**src/rtl/dmem_lsu_pkg.sv**
```systemverilog
// Shared size encodings and FSM state type for the DMEM load/store unit.
package dmem_lsu_pkg;

  localparam logic [1:0] SZ_BYTE = 2'b00;
  localparam logic [1:0] SZ_HALF = 2'b01;
  localparam logic [1:0] SZ_WORD = 2'b10;
  localparam logic [1:0] SZ_BAD  = 2'b11;

  typedef enum logic [2:0] {
    IDLE,
    ERR_CHK,
    ISSUE,
    WAIT,
    RESP
  } state_t;

endpackage

```
**src/rtl/dmem_lsu_load_extend.sv**
```systemverilog
// Combinational sign/zero extension of right-justified DMEM read data.
// Zero latency; no flow control.
module lsu_load_extend
  import dmem_lsu_pkg::*;
#(
  parameter int DW = 32
) (
  input  logic [DW-1:0] outdata,
  input  logic [1:0]    size,
  input  logic          is_signed,
  output logic [DW-1:0] ext
);

  always_comb begin
    ext = outdata;
    case (size)
      SZ_BYTE: ext = {{(DW-8){is_signed & outdata[7]}}, outdata[7:0]};
      SZ_HALF: ext = {{(DW-16){is_signed & outdata[15]}}, outdata[15:0]};
      default: ext = outdata;
    endcase
  end

endmodule

```
**src/rtl/dmem_lsu.sv**
```systemverilog
// Single-outstanding load/store initiator for DMEM. Response 2 (error), 3 (store) or
// 3+RD_LAT (load) cycles after accept; req_ready only in IDLE, response held until resp_ready.
module dmem_lsu
  import dmem_lsu_pkg::*;
#(
  parameter int RD_LAT = 1,
  parameter int AW     = 32,
  parameter int DW     = 32
) (
  input  logic          clk,
  input  logic          rst_n,
  input  logic          req_valid,
  output logic          req_ready,
  input  logic          req_we,
  input  logic [AW-1:0] req_addr,
  input  logic [DW-1:0] req_wdata,
  input  logic [1:0]    req_size,
  input  logic          req_signed,
  output logic          resp_valid,
  input  logic          resp_ready,
  output logic [DW-1:0] resp_rdata,
  output logic          resp_err,
  output logic [AW-1:0] daddr,
  output logic [DW-1:0] indata,
  input  logic [DW-1:0] outdata,
  output logic [1:0]    str,
  output logic [1:0]    stw,
  output logic          we
);

  localparam logic [1:0] LAT = 2'(RD_LAT);

  state_t        state, state_nx;
  logic          l_we, l_signed;
  logic [AW-1:0] l_addr;
  logic [DW-1:0] l_wdata;
  logic [1:0]    l_size;
  logic [1:0]    cnt;
  logic          bad;
  logic [DW-1:0] ext_dat;

  assign bad = (l_size == SZ_BAD) ||
               (l_size == SZ_HALF && l_addr[0]) ||
               (l_size == SZ_WORD && l_addr[1:0] != 2'b00);

  assign req_ready = (state == IDLE);

  lsu_load_extend #(.DW(DW)) u_ext (
    .outdata   (outdata),
    .size      (l_size),
    .is_signed (l_signed),
    .ext       (ext_dat)
  );

  always_ff @(posedge clk or negedge rst_n) begin
    if (!rst_n) state <= IDLE;
    else        state <= state_nx;
  end

  // ISSUE counts as the first read-latency cycle, so RD_LAT=0 loads skip WAIT.
  always_comb begin
    state_nx = state;
    case (state)
      IDLE:    if (req_valid) state_nx = ERR_CHK;
      ERR_CHK: state_nx = bad ? RESP : ISSUE;
      ISSUE:   state_nx = (l_we || cnt == 2'd0) ? RESP : WAIT;
      WAIT:    if (cnt == 2'd0) state_nx = RESP;
      RESP:    if (resp_ready) state_nx = IDLE;
      default: state_nx = IDLE;
    endcase
  end

  always_ff @(posedge clk or negedge rst_n) begin
    if (!rst_n) begin
      l_we       <= 1'b0;
      l_signed   <= 1'b0;
      l_addr     <= '0;
      l_wdata    <= '0;
      l_size     <= SZ_BYTE;
      cnt        <= 2'd0;
      daddr      <= '0;
      indata     <= '0;
      str        <= 2'b00;
      stw        <= 2'b00;
      we         <= 1'b0;
      resp_valid <= 1'b0;
      resp_rdata <= '0;
      resp_err   <= 1'b0;
    end else begin
      we         <= (state == ERR_CHK) && !bad && l_we;
      resp_valid <= (state_nx == RESP);
      case (state)
        IDLE: if (req_valid) begin
          l_we     <= req_we;
          l_signed <= req_signed;
          l_addr   <= req_addr;
          l_wdata  <= req_wdata;
          l_size   <= req_size;
        end
        ERR_CHK: if (bad) begin
          resp_err   <= 1'b1;
          resp_rdata <= '0;
        end else begin
          daddr <= l_addr;
          cnt   <= LAT;
          if (l_we) begin
            stw    <= l_size;
            indata <= l_wdata;
          end else begin
            str <= l_size;
          end
        end
        ISSUE, WAIT: begin
          if (l_we) begin
            resp_err   <= 1'b0;
            resp_rdata <= '0;
          end else if (cnt == 2'd0) begin
            resp_err   <= 1'b0;
            resp_rdata <= ext_dat;
          end else begin
            cnt <= cnt - 2'd1;
          end
        end
        default: ;
      endcase
    end
  end

endmodule
```
**config.mk**
```make
export PLATFORM = sky130hd
export DESIGN_NAME = dmem_lsu
export DESIGN_NICKNAME = d
export VERILOG_FILES = /design/src/rtl/dmem_lsu_pkg.sv /design/src/rtl/dmem_lsu_load_extend.sv /design/src/rtl/dmem_lsu.sv
export SDC_FILE = /design/constraint.sdc
export NUM_CORES = 1
export LEC_CHECK = 0
export ABC_AREA = 1
export CAP_MARGIN = 20
export CORE_ASPECT_RATIO = 0.6
export CORE_MARGIN = 8
export CORE_UTILIZATION = 43
export DETAILED_ROUTE_END_ITERATION = 10
export GPL_ROUTABILITY_DRIVEN = 0
export PLACE_DENSITY_LB_ADDON = 0.15
export SETUP_SLACK_MARGIN = 0.02
export SYNTH_ARGS = -nofsm -noshare
export SYNTH_HDL_FRONTEND = slang
export SYNTH_HIERARCHICAL = 1
export SYNTH_SLANG_ARGS = --single-unit
```
**constraint.sdc**
```tcl
create_clock -name clk -period 1.6 [get_ports clk]
set_clock_uncertainty 0.2 [all_clocks]
set_input_delay 0.32 -clock clk [delete_from_list [all_inputs] [get_ports clk]]
set_output_delay 0.32 -clock clk [all_outputs]
set_load 0.005 [all_outputs]
```
# Word-level counts from Yosys, hierarchy flattened
# Cells that the tools add are included.
# W data, S select, Z words.
[classes]
addsub = 1
eq_ne = 13
n_mux = 19
n_reduce_logical = 20
n_bitwise = 4
[op_table]
columns = ["op", "n"]
rows = [
  ["$pmux W32 S2", 2],
  ["$mux W32", 3],
  ["$mux W3", 5],
  ["$pmux W3 S5", 1],
  ["$reduce_and A3 Y1", 3],
  ["$ne A2 B2 Y1 const B", 4],
  ["$eq A3 B2 Y1 const B", 2],
  ["$eq A3 B3 Y1 const B", 2],
  ["$mux W2", 3],
  ["$eq A2 B2 Y1 const B", 2],
  ["$logic_and A1 B1 Y1", 4],
  ["$logic_not A2 Y1", 2],
  ["$pmux W2 S2", 1],
  ["$reduce_and A2 Y1", 2],
  ["$reduce_and A4 Y1", 1],
  ["$reduce_bool A2 Y1", 2],
  ["$eq A3 B1 Y1 const B", 1],
  ["$logic_not A3 Y1", 1],
  ["$logic_or A1 B1 Y1", 3],
  ["$mux W1", 3],
  ["$ne A3 B3 Y1 const B", 1],
  ["$and A1 B1 Y1", 2],
  ["$eq A2 B1 Y1 const B", 1],
  ["$not A1 Y1", 2],
  ["4 further kinds", 4],
]
[totals]
inputBits = 104
output_inout_bits = 104
word_cells = 72
reg_bits = 176

# Logic depth before layout (Yosys ltp)
[depth]
ltp_word = 7
depth_mapped = 10

# Modules after synthesis
# The synthesis kept the hierarchy.
[modules_own_cells]
columns = ["mod", "seq_area_each_um2", "cells_per_inst", "instances", "area_each_um2"]
rows = [
  ["dmem_lsu", 4404.2, 733, 1, 6812.8],
  ["lsu_load_extend", 0.0, 72, 1, 466.7],
]

# Least setup slack after synthesis
# Ideal clock, no wire load.
[synth_timing]
path_kind = "reg2reg"
start = "register state[2]"
end = "register resp_rdata[0]"
setup_ns = 0.117
path_stages_with_launch = 10
period_less_slack_ns = 1.646
n_path_buf = 1
setup_slack_ns = -0.046
required_ns = 1.283
arrival_time_ns = 1.328
cell_sequence = "dfrtp_1 > inv_1 > nand2_1 > nor2_4 > nand3_4 > nand2_2 > inv_2 > buf_6 > nand2_1 > nand2_1"
[synth_via]
elab_chain_cells = 4
word_cells_on_any_way = 9
cone_classes = "eq/ne (5); mux (1); reduce/logical (3)"
[synth_lines]
columns = ["item", "line_no", "rtl"]
rows = [
  ["start: declaration", "dmem_lsu.sv:33", "state_t state, state_nx;"],
  ["start signal: assignment", "dmem_lsu.sv:57", "else state <= state_nx;"],
  ["$eq A3 B2 Y1", "dmem_lsu.sv:92", "case (state)"],
  ["$reduce_or A2 Y1", "dmem_lsu.sv:92", ""],
  ["$ne A3 B3 Y1 (no line) / $reduce_bool A2 Y1 (equally long branches)", "--", ""],
  ["$reduce_and A3 Y1 (no line)", "--", ""],
  ["end signal: assignment", "dmem_lsu.sv:119", "resp_rdata <= ext_dat;"],
  ["end: declaration", "dmem_lsu.sv:21", "output logic [DW-1:0] resp_rdata,"],
]
# Several ways; a longest one is shown, not always the timed one.
# A chain may end at the register's enable or synchronous reset.

# Worst setup path after layout
[layout_timing]
start = "register state[1]"
end = "register resp_rdata[15]"
# Same word-level chain as after synthesis.

==> metrics.cfg <==
[worst_setup_path]
worstPathRequired_ns = 1.71
critical-path-max-stage-delay_ns = 0.41
worst_r2r_endpoint = resp_rdata[15]
critPathLaunch = state[1]
path_max_fanout = 7
crit_top_cell = nand2_4
list_of_cells_traversed_by_the_critical_path = buf_4 -> buf_6 -> buf_4 -> nand2_4 -> nand2_4 -> nand2_4 -> nand2_8 -> clkbuf_16 -> nand3_1 -> nand2_1
critPathArrivalTime_ns = 1.94
category_of_the_worst_setup_path_launch_point = register
worst_setup_end_kind = register
rr_worst_depth = 10
path_depth = 10
path_delay_family = buffers and inverters
timing_worst_setup_path_type = reg -> reg
crit_end = resp_rdata[15]
critPathSlowestCell = dfrtp_1
critical_path_buf_inv_count = 4
r2r_setup_slack_ns = -0.23
reg2reg_from = state[1]

[route]
routed-via-count = 6544
final_antenna_net_count = 0
first_pass_iters = 5
drt_drc = 0
wire_per_inst_um = 17.9
detailed_route_iter0_violations = 422
finalWirelength_um = 24000
drt-vias-per-instance = 4.88

[finish]
num-fill-cells = 1202
final_util = 0.728
layout.nets = 1205
layout-drive-gt1-share = 0.311
n_antenna_cell = 0
synthToLayoutAreaGrowth_pct = 63.9

[power]
power.share.clock = 0.185
combPwrFrac = 0.480
ir_worst_vdd_mv = 0.809
standby_leakage_power_uw = 0.00608
post-layout-total-power_uw = 22100
p_sw_frac = 0.385
switching_power_uw = 8500
p_int_uw = 13600
seqPwrFrac = 0.334
power.density_cell_area_mw_per_mm2 = 1850

[floorplan]
die_x_um = 184
top_level_ports = 208
die_area_mm2 = 0.0215
rows = 36
core-area_mm2 = 0.0164
floorplan.die.height_um = 117
initial_core_util = 0.444

[synthesis]
syn_inst = 805
yosys-top-cells-area = dfrtp_1 61%, nand2_1 16%, nand3_1 5.4%
share_of_the_yosys_chip_area_belonging_to_registers = 0.605
synth_area_leader_cell = dfrtp_1
async_flop_share = 1.00
synth.yosys.warnings = 6
syn_avg_cell_area_um2 = 9.04
synthesis.area_mm2 = 0.00728
post_synth_most_frequent_cells = 312 x nand2_1, 176 x dfrtp_1, 78 x nand3_1
number_of_synthesized_flops_with_an_enable_pin = 0
ys_ff_latch = 176
mappedNetlistNets = 910
synth_largest_type_area_fraction = 0.605
postSynth.topFlopCell = dfrtp_1
cell_with_the_most_instances_after_synthesis = nand2_1
yosys.cell_types.count = 24

[cts]
clock_tree_root = clkbuf_16
cts_buffer_depth = 2
clock-sinks = 176
cts_max_level = 4
cts_made_buffers = 17
cts_tree = done
clk_pin_slew_worst_paths_ns = 0.08
clock_insertion_delay_worst_skew_ns = 0.42

[worst_hold_path]
hold_class = in -> async

[outcome]
status = complete, but fails checks
violations = negative setup slack

[global_routing]
grt_util_overall = 0.193
grt_first_pass_wirelength_um = 32900
vias_in_the_first_global_route = 6258
grt_max_degree = 63
antenna_found_initial = 3
global_route.overflow_total = 0

[place]
detailedPlacementHpwl_um = 13800
io_buffer_count = 207

[flow_run]
max_cap_violations = 0

[sta]
drv_slew = 0
min_period_over_period = 1.14
max_slew_margin_vs_limit = 0.709
max_slew.worst_pin.slew_ns = 0.434
layout_min_cycle_time_ns = 1.83
setup-violations-final = 174
final_hold_viol_count = 0
timing.final.ws_setup_ns = -0.231
grt_setup_unrepaired = true
fmax_mhz = 546

==> power groups by stage <==
stage               Combinational (uW)  Clock [uW]  Sequential [uW]
global route                     11500        4320             7580
detailed placement                7810           0             7230
finish                           10600        4090             7380
CTS                               8530        4160             7180
global placement                  7690           0             7210
floorplan                         3910           0             7220
==> how the worst min path moves through the flow <==
stage / end / cells past startpoint / slack, ns
after floorplan: cnt[0] / 0 / -0.18
after global placement: l_addr[23] / 1 / 0.04
after CTS: l_addr[23] / 2 / 0.15
after detailed placement: l_addr[23] / 1 / 0.04
after global routing: l_addr[23] / 2 / 0.19
final: l_addr[23] / 2 / 0.16
==> per-stage QoR <==
step / hold slack, ns / TNS [ns] / setup WS (ns) / area (um^2) / instances
floorplan: -0.176 / -0.931 / -0.0190 / 7330 / 805
global placement: 0.0416 / -11.17 / -0.179 / 9870 / 1236
finish: 0.158 / -24.86 / -0.231 / 11900 / 1341
global route: 0.187 / -34.23 / -0.282 / 11900 / 1341
CTS: 0.150 / -16.56 / -0.218 / 11000 / 1308
detailed placement: 0.0413 / -13.78 / -0.184 / 9870 / 1236
==> what timing repair did <==
item,CTS,global route
pin swaps,12,17
cloned,5,20
hold buffers,1,0
resized for setup,290,204
hold endpoints to repair,176,0
setup endpoints to repair,274,208
setup buffers,34,16
==> logic make-up after synthesis <==
group                    after synthesis  synth area share
AND/OR/NAND/NOR                      451             0.269
flip-flops                           176             0.605
buffers and inverters                 97            0.0679
AO/OA/AOI/OAI                         80            0.0565
adder cells (fa/ha/maj)                1           0.00172
==> flip-flops by register name (all words and copies together) (netlist names), 2 cells and up <==
name        cells
l_wdata        32
indata         32
l_size          2
state           3
daddr          32
stw             2
resp_rdata     32
str             2
l_addr         32
cnt             2
==> layout make-up <==
cell class | count | area [um^2] | area share
clock buffer | 17 | 425 | 0.0357
tap | 228 | 285 | 0.0239
sequential | 176 | 4400 | 0.369
multi-input combinational | 534 | 3030 | 0.254
inverter | 42 | 189 | 0.0158
timing repair buffer | 329 | 3450 | 0.290
clock inverter | 15 | 144 | 0.0121
==> cells in the final DEF, fill, tap and decap left out, types with 3 or more instances in the layout <==
cell type,count
clkbuf_16,30
nand2_8,5
nand3_1,65
buf_8,7
buf_2,17
clkdlybuf4s15_1,59
inv_6,3
buf_4,62
nand3_4,4
dfrtp_1,176
nor2_4,11
inv_8,6
buf_16,4
nor2_1,9
buf_6,15
nand2_2,35
nand2_1,251
clkbuf_2,26
a21oi_2,14
nand2_4,27
buf_12,21
clkdlybuf4s50_1,102
o21ai_1,20
a21oi_1,19
nand3_2,23
nor2_2,19
o21ai_0,22
inv_1,38
==> metal layers <==
layer  share of wire  global-route usage
met1            0.46               0.259
met2            0.46               0.304
met3           0.072              0.0573
met4          0.0067              0.0519
met5          0.0013                   0
Power figures use the tool's default switching activity.
